File: config.mk
export PLATFORM = sky130hd
export DESIGN_NAME = axi_wr_slave_rcvr_flat
export DESIGN_NICKNAME = d
export VERILOG_FILES = /design/src/rtl/axi_wr_slave_rcvr_pkg.sv /design/src/rtl/axi_wr_slave_rcvr_if.sv /design/src/rtl/axi_wr_slave_rcvr_wr_line_assembler.sv /design/src/rtl/axi_wr_slave_rcvr.sv /design/src/flat_wrapper.sv
export SDC_FILE = /design/constraint.sdc
export NUM_CORES = 1
export LEC_CHECK = 0
export ABC_AREA = 1
export CAP_MARGIN = 40
export CORE_ASPECT_RATIO = 1.1
export CORE_UTILIZATION = 35
export CTS_CLUSTER_DIAMETER = 40
export DETAILED_ROUTE_END_ITERATION = 8
export PLACE_DENSITY = 0.74
export SYNTH_ARGS = -nofsm -noshare
export SYNTH_HDL_FRONTEND = slang
export SYNTH_SLANG_ARGS = --single-unit
File: constraint.sdc
create_clock -name clk -period 7.3 [get_ports clk]
set_input_delay 1.095 -clock clk [delete_from_list [all_inputs] [get_ports clk]]
set_output_delay 1.095 -clock clk [all_outputs]
set_load 0.05 [all_outputs]
File: src/rtl/axi_wr_slave_rcvr_pkg.sv
// Shared types for the write-channel slave receiver: FSM encoding, AW request record,
// line geometry and the address-window / atomic-op acceptance check.
package axi_wr_slave_rcvr_pkg;

  typedef enum logic [1:0] {
    ST_IDLE  = 2'd0,
    ST_WDATA = 2'd1,
    ST_MWR   = 2'd2,
    ST_RESP  = 2'd3
  } state_t;

  localparam logic [5:0] ATOP_NONE = 6'h00;
  localparam int BEATS  = 4;
  localparam int DATA_W = 32;
  localparam int LINE_W = 128;
  localparam int CNT_W  = $clog2(BEATS);
  localparam logic [CNT_W-1:0] LAST_BEAT = CNT_W'(BEATS - 1);

  typedef struct packed {
    logic [3:0]  id;
    logic [31:0] addr;
    logic [5:0]  atop;
  } aw_req_t;

  // A request is performed only inside the decoded window and only as a plain write.
  function automatic logic req_ok(input aw_req_t req, input logic [31:0] base,
                                  input logic [31:0] mask);
    return ((req.addr & mask) == (base & mask)) && (req.atop == ATOP_NONE);
  endfunction

endpackage

File: src/rtl/axi_wr_slave_rcvr_if.sv
// AW/W/B channels plus the memory-side line write port; master = bus/memory side, slave = receiver.
interface axi_wr_slave_rcvr_if;
  logic         awvalid;
  logic         awready;
  logic [3:0]   awid;
  logic [31:0]  awaddr;
  logic [5:0]   awatop;
  logic         wvalid;
  logic         wready;
  logic [31:0]  wdata;
  logic         wlast;
  logic         bvalid;
  logic         bready;
  logic [3:0]   bid;
  logic         bcomp;
  logic         mem_we;
  logic         mem_wready;
  logic [31:0]  mem_addr;
  logic [127:0] mem_wdata;

  modport master (
    output awvalid, awid, awaddr, awatop, wvalid, wdata, wlast, bready, mem_wready,
    input  awready, wready, bvalid, bid, bcomp, mem_we, mem_addr, mem_wdata
  );

  modport slave (
    input  awvalid, awid, awaddr, awatop, wvalid, wdata, wlast, bready, mem_wready,
    output awready, wready, bvalid, bid, bcomp, mem_we, mem_addr, mem_wdata
  );
endinterface

File: src/rtl/axi_wr_slave_rcvr_wr_line_assembler.sv
// Packs W beats into a 128-bit line (beat 0 in the low word), flags early/late wlast.
// Zero-latency status on the wlast beat; no backpressure of its own (parent gates beat_vld).
module wr_line_assembler
  import axi_wr_slave_rcvr_pkg::*;
(
  input  logic              clk,
  input  logic              rst,
  input  logic              clr,
  input  logic              beat_vld,
  input  logic [DATA_W-1:0] beat_dat,
  input  logic              beat_last,
  output logic              done,
  output logic              err,
  output logic [LINE_W-1:0] line
);

  logic [CNT_W-1:0] cnt_q;
  logic             full_q;

  // Once four beats are stored, later beats are swallowed until wlast arrives.
  always_ff @(posedge clk or posedge rst) begin
    if (rst) begin
      cnt_q  <= '0;
      full_q <= 1'b0;
      line   <= '0;
    end else if (clr) begin
      cnt_q  <= '0;
      full_q <= 1'b0;
    end else if (beat_vld) begin
      if (!full_q) begin
        line[DATA_W*cnt_q +: DATA_W] <= beat_dat;
      end
      if (beat_last) begin
        cnt_q  <= '0;
        full_q <= 1'b0;
      end else if (cnt_q == LAST_BEAT) begin
        full_q <= 1'b1;
      end else begin
        cnt_q <= cnt_q + 1'b1;
      end
    end
  end

  assign done = beat_vld & beat_last;
  assign err  = done & (full_q | (cnt_q != LAST_BEAT));

endmodule

File: src/rtl/axi_wr_slave_rcvr.sv
// Write slave receiver: AW + 4 W beats -> one 128-bit memory write -> B; bvalid in the 7th cycle
// counting the AW handshake cycle, stalls on mem_wready/bready. WR_SLV_AW_PREACCEPT_EN: hold one AW.
module axi_wr_slave_rcvr
  import axi_wr_slave_rcvr_pkg::*;
#(
  parameter logic [31:0] SLV_ADDR_BASE = 32'h0000_0000,
  parameter logic [31:0] SLV_ADDR_MASK = 32'hFFFF_0000
)
(
  input  logic             clk,
  input  logic             rst,
  axi_wr_slave_rcvr_if.slave bus
);

  state_t  state_q, state_d;
  aw_req_t aw_in, cur_q, load_req;
  logic    comp_q;
  logic    aw_hs, w_hs, b_hs, load, ok;
  logic    asm_done, asm_err;

  assign aw_in = {bus.awid, bus.awaddr, bus.awatop};
  assign aw_hs = bus.awvalid & bus.awready;
  assign w_hs  = bus.wvalid & bus.wready;
  assign b_hs  = bus.bvalid & bus.bready;
  assign ok    = req_ok(cur_q, SLV_ADDR_BASE, SLV_ADDR_MASK);

`ifdef WR_SLV_AW_PREACCEPT_EN
  aw_req_t hold_q;
  logic    hold_vld_q;

  // A request arriving on the same cycle as the B handshake bypasses the holding register.
  assign load     = ((state_q == ST_IDLE) & aw_hs) |
                    ((state_q == ST_RESP) & b_hs & (hold_vld_q | aw_hs));
  assign load_req = hold_vld_q ? hold_q : aw_in;

  always_ff @(posedge clk or posedge rst) begin
    if (rst) begin
      hold_vld_q <= 1'b0;
      hold_q     <= '0;
    end else if (load & hold_vld_q) begin
      hold_vld_q <= 1'b0;
    end else if (aw_hs & ~load) begin
      hold_vld_q <= 1'b1;
      hold_q     <= aw_in;
    end
  end
`else
  assign load     = (state_q == ST_IDLE) & aw_hs;
  assign load_req = aw_in;
`endif

  always_ff @(posedge clk or posedge rst) begin
    if (rst) begin
      state_q <= ST_IDLE;
    end else begin
      state_q <= state_d;
    end
  end

  always_comb begin
    state_d = state_q;
    case (state_q)
      ST_IDLE:  if (load) state_d = ST_WDATA;
      ST_WDATA: if (asm_done) state_d = (asm_err | ~ok) ? ST_RESP : ST_MWR;
      ST_MWR:   if (bus.mem_wready) state_d = ST_RESP;
      ST_RESP:  if (b_hs) state_d = load ? ST_WDATA : ST_IDLE;
      default:  state_d = ST_IDLE;
    endcase
  end

  always_comb begin
    bus.awready = (state_q == ST_IDLE);
`ifdef WR_SLV_AW_PREACCEPT_EN
    if (((state_q == ST_MWR) || (state_q == ST_RESP)) && !hold_vld_q) begin
      bus.awready = 1'b1;
    end
`endif
    bus.wready = (state_q == ST_WDATA);
    bus.mem_we = (state_q == ST_MWR);
    bus.bvalid = (state_q == ST_RESP);
  end

  // Completion flag is decided on the way into RESP and held until the next response.
  always_ff @(posedge clk or posedge rst) begin
    if (rst) begin
      cur_q  <= '0;
      comp_q <= 1'b0;
    end else begin
      if (load) begin
        cur_q <= load_req;
      end
      if ((state_q == ST_WDATA) && asm_done) begin
        comp_q <= 1'b0;
      end else if ((state_q == ST_MWR) && bus.mem_wready) begin
        comp_q <= 1'b1;
      end
    end
  end

  assign bus.bid      = cur_q.id;
  assign bus.bcomp    = comp_q;
  assign bus.mem_addr = {cur_q.addr[31:4], 4'h0};

  wr_line_assembler u_asm (
    .clk       (clk),
    .rst       (rst),
    .clr       (load),
    .beat_vld  (w_hs),
    .beat_dat  (bus.wdata),
    .beat_last (bus.wlast),
    .done      (asm_done),
    .err       (asm_err),
    .line      (bus.mem_wdata)
  );

endmodule

File: src/flat_wrapper.sv
// flat-port wrapper written by rule: the top's interface ports become plain ports
module axi_wr_slave_rcvr_flat import axi_wr_slave_rcvr_pkg::*;
#(
  parameter logic [31:0] SLV_ADDR_BASE = 32'h0000_0000,
  parameter logic [31:0] SLV_ADDR_MASK = 32'hFFFF_0000
)
  (clk, rst, bus_awvalid, bus_awid, bus_awaddr, bus_awatop, bus_wvalid, bus_wdata, bus_wlast, bus_bready, bus_mem_wready, bus_awready, bus_wready, bus_bvalid, bus_bid, bus_bcomp, bus_mem_we, bus_mem_addr, bus_mem_wdata);
  axi_wr_slave_rcvr_if bus_i ();
  input  logic clk;
  input  logic rst;
  input wire logic [$bits(bus_i.awvalid)-1:0] bus_awvalid;
  input wire logic [$bits(bus_i.awid)-1:0] bus_awid;
  input wire logic [$bits(bus_i.awaddr)-1:0] bus_awaddr;
  input wire logic [$bits(bus_i.awatop)-1:0] bus_awatop;
  input wire logic [$bits(bus_i.wvalid)-1:0] bus_wvalid;
  input wire logic [$bits(bus_i.wdata)-1:0] bus_wdata;
  input wire logic [$bits(bus_i.wlast)-1:0] bus_wlast;
  input wire logic [$bits(bus_i.bready)-1:0] bus_bready;
  input wire logic [$bits(bus_i.mem_wready)-1:0] bus_mem_wready;
  output wire logic [$bits(bus_i.awready)-1:0] bus_awready;
  output wire logic [$bits(bus_i.wready)-1:0] bus_wready;
  output wire logic [$bits(bus_i.bvalid)-1:0] bus_bvalid;
  output wire logic [$bits(bus_i.bid)-1:0] bus_bid;
  output wire logic [$bits(bus_i.bcomp)-1:0] bus_bcomp;
  output wire logic [$bits(bus_i.mem_we)-1:0] bus_mem_we;
  output wire logic [$bits(bus_i.mem_addr)-1:0] bus_mem_addr;
  output wire logic [$bits(bus_i.mem_wdata)-1:0] bus_mem_wdata;
  assign bus_i.awvalid = bus_awvalid;
  assign bus_i.awid = bus_awid;
  assign bus_i.awaddr = bus_awaddr;
  assign bus_i.awatop = bus_awatop;
  assign bus_i.wvalid = bus_wvalid;
  assign bus_i.wdata = bus_wdata;
  assign bus_i.wlast = bus_wlast;
  assign bus_i.bready = bus_bready;
  assign bus_i.mem_wready = bus_mem_wready;
  assign bus_awready = bus_i.awready;
  assign bus_wready = bus_i.wready;
  assign bus_bvalid = bus_i.bvalid;
  assign bus_bid = bus_i.bid;
  assign bus_bcomp = bus_i.bcomp;
  assign bus_mem_we = bus_i.mem_we;
  assign bus_mem_addr = bus_i.mem_addr;
  assign bus_mem_wdata = bus_i.mem_wdata;
  axi_wr_slave_rcvr #(.SLV_ADDR_BASE(SLV_ADDR_BASE), .SLV_ADDR_MASK(SLV_ADDR_MASK)) u_core (.clk(clk), .rst(rst), .bus(bus_i));
endmodule
==> results.md <==
* Main combinational cell family by area after synthesis: simple AND/OR/NAND/NOR gates
* Slowest cell on crit path: nor2_4
* Hold_buf cts at 0
* Fraction of layout instances using a drive strength above 1 at 0.0589
* Crit Path Max Fanout at 45
* Top-area cell type share of the netlist area at 0.551
* CP Capture Type: flip-flop
* Starting DRT DRC Count at 502
* Mapped Cells at 864
* Mapped Area at 0.00781 mm^2
* Final Hold Viols at 0
* Vias in the first global route at 6916
* Core Area at 0.0216 mm^2
* Worst vdd ir at 239 uV
* CTS Root Cell: clkbuf_16
* Avg Cell Area, Syn at 9.04 um^2
* Top-count cell post-synth: nand2_1
* Met3 GRT Util at 0.0630
* Worst Path Buf+Inv at 2
* Overall Global Routing Usage at 0.220
* Largest net degree at the start of global routing at 71
* Nets at 1131
* Routed vias/inst at 5.18
* Routed wire length at 24500 um
* Slew Limit Fails at 0
* CP top delay family: simple AND/OR/NAND/NOR gates
* Post-CTS sizing at 0
* DIE WIDTH at 144 um
* Grt ovf at 0
* Hold_ws at 483 ps
* Setup TNS at 0 ps
* Max incr delay on CP at 890 ps
* Top cells by area, synth: dfrtp_1 55%, nand2_1 12%, o21ai_1 7.7%
* CTS tree: done
* Slew at the pin with the worst max-slew slack at 915 ps
* FF+latch count, synth at 172
* Setup CP Type: in -> reg
* Number of synthesized flops with an enable pin at 0
* Drt pass-1 iters at 4
* Global-route wire length before repair at 39100 um
* Maximum clock insertion buffer count at 2
* Post-synthesis sequential area ratio at 0.551
* Pleak at 5.23 nW
* Synth Area in Adders at 0.0160
* Gpl congestion at 0.760
* Area Overhead vs Synth at 37.7%
* Endpoints failing setup at 0
* Clock sink count at 172
* Die area at 0.0229 mm^2
* Startpoint Class: primary input
* Critical Path AT at 3810 ps
* RSZ-0062 raised after global routing: no
* Mux contribution to synthesized area at 0
* Worst slew margin at 0.390
* Residual DRC at 0
* CTS Buf Count at 17
* Wire per inst at 18.3 um
* Clk_skew at 7.36 ps
* Initial antenna violation count at 0
* Status: completed
* Worst EP required at 7660 ps
* Die height at 159 um
* Clock transition at path regs at 60 ps
* Crit share post-route at 0.473
* Via count at 6957
* Port Buffers at 241
* DP Worst Slack at 3430 ps
* Clk_lat worst skew at 420 ps
* Async set-reset flop share out of synthesis at 1.00
* Fin crit period at 3450 ps
* Initial core utilization at 0.362
* Max Freq at 289 MHz
* H-tree levels at 4
* Synth area leader: dfrtp_1
* Worst Hold Class: reg -> reg
* M2 GR Usage at 0.352
* # rows at 56
* ANT cells at 0
* Met1 Resource Use GR at 0.282
* IO Pins at 250
* Routed Antenna Nets at 0
* Most frequent cells after synthesis: 248 x nand2_1, 172 x dfrtp_1, 120 x o21ai_1
* Count of different cell masters after synthesis at 23
* Post-Synth Simple-Gate Area at 0.245
* Synth Area in Compound Gates at 0.0894
* Post-CTS Repair Setup Buffers at 0
* Fin worst setup slack at 3850 ps
* Crit path cell chain: clkdlybuf4s50_1 > nand2_1 > inv_2 > nor2_4 > nand3_4 > nor2_4 > nand4_1 > nand2_1
* Layer carrying the most global-route usage: met2
* Ys flop type: dfrtp_1
* Max Cap Viol at 0
* Post-synthesis xor/xnor area fraction at 0
* DP HPWL at 16300 um
* Pwr dens at 449 mW/mm^2
* YS warnings at 0
==> report_power, final <==
part / switching (mW) / internal (mW) / total, mW
logic: 1.81 / 0.722 / 2.53
clock network: 0.382 / 0.523 / 0.904
registers: 0.170 / 1.22 / 1.39
total: 2.36 / 2.47 / 4.83
==> logic make-up (layout without fill, tap and decap cells) <==
kind of cell	Yosys count	in the layout
other	1	4
AOI/OAI and AO/OA	139	139
adders and majority gates	10	10
buffers and inverters	126	312
and+or+nand+nor	416	416
DFF	172	172
==> registers in the layout, indices dropped and copies added, names as in the netlist <==
signal               flops
u_core.bus.bcomp         1
u_core.bus.bid           4
u_core.bus.mem_addr     28
u_core.cur_q             6
u_core.state_q           2
u_core.u_asm.cnt_q       2
u_core.u_asm.full_q      1
u_core.u_asm.line      128
==> worst register-to-register path: stages, from the launching register on <==
cell	delay, ps
dfrtp_1	400
inv_1	100
ha_1	240
nand2_1	100
inv_2	290
nor2_4	210
nand3_4	460
nor2_4	900
nand4_1	190
nand2_1	110
==> layer usage <==
metal / wire (um) / part of all wire
met2: 11800 / 0.48
met1: 9850 / 0.40
met3: 2400 / 0.098
met4: 486 / 0.020
met5: 0 / 0
==> layout make-up <==
| cell class | count | area [um^2] |
|---|---|---|
| clock buffers | 22 | 464 |
| clock inverters | 10 | 116 |
| fillers | 2012 | 10800 |
| inverters | 23 | 91.3 |
| multi-input cells | 569 | 2770 |
| flip-flops and latches | 172 | 4300 |
| well taps | 290 | 363 |
| repair buffers | 257 | 2650 |
==> metrics by stage <==
stage | area [um^2] | instances | total power, mW | util
after global routing | 10800 | 1343 | 5.07 | 0.498
after detailed placement | 10200 | 1311 | 3.94 | 0.472
after CTS | 10800 | 1343 | 4.85 | 0.498
after global placement | 9990 | 1302 | 3.83 | 0.463
after floorplan | 7830 | 867 | 3.17 | -
final | 10800 | 1343 | 4.83 | 0.498
==> worst paths after layout <==
| check | cells past startpoint | endpoint | slack (ps) | from |
|---|---|---|---|---|
| min reg2reg | 2 | u_core.cur_q[0]$_DFFE_PP0P_ | 480 | u_core.cur_q[0]$_DFFE_PP0P_ |
| max in group asynchronous | 4 | u_core.u_asm.line[89]$_DFFE_PP0P_ | 4690 | rst |
| min | 2 | u_core.cur_q[0]$_DFFE_PP0P_ | 480 | u_core.cur_q[0]$_DFFE_PP0P_ |
| min in group asynchronous | 2 | u_core.bus.mem_addr[29]$_DFFE_PP0P_ | 1050 | rst |
| max reg2reg | 9 | u_core.u_asm.line[72]$_DFFE_PP0P_ | 4250 | u_core.state_q[0]$_DFFE_PP0P_ |
| max | 8 | u_core.u_asm.line[72]$_DFFE_PP0P_ | 3850 | bus_awvalid |
==> placed cells by master (no fill, tap or decap), drive strengths merged <==
master         count
dfrtp            172
nand3             43
nor3               4
o21ai            136
a21oi              2
ha                10
or2                1
conb               4
clkdlybuf4s50    241
clkinv             6
o31ai              1
clkinvlp           2
inv               23
nand2            248
clkbuf            22
nand4             94
nor2              26
buf               16
bufinv             2
No activity file was read; power rests on OpenSTA's default activity.
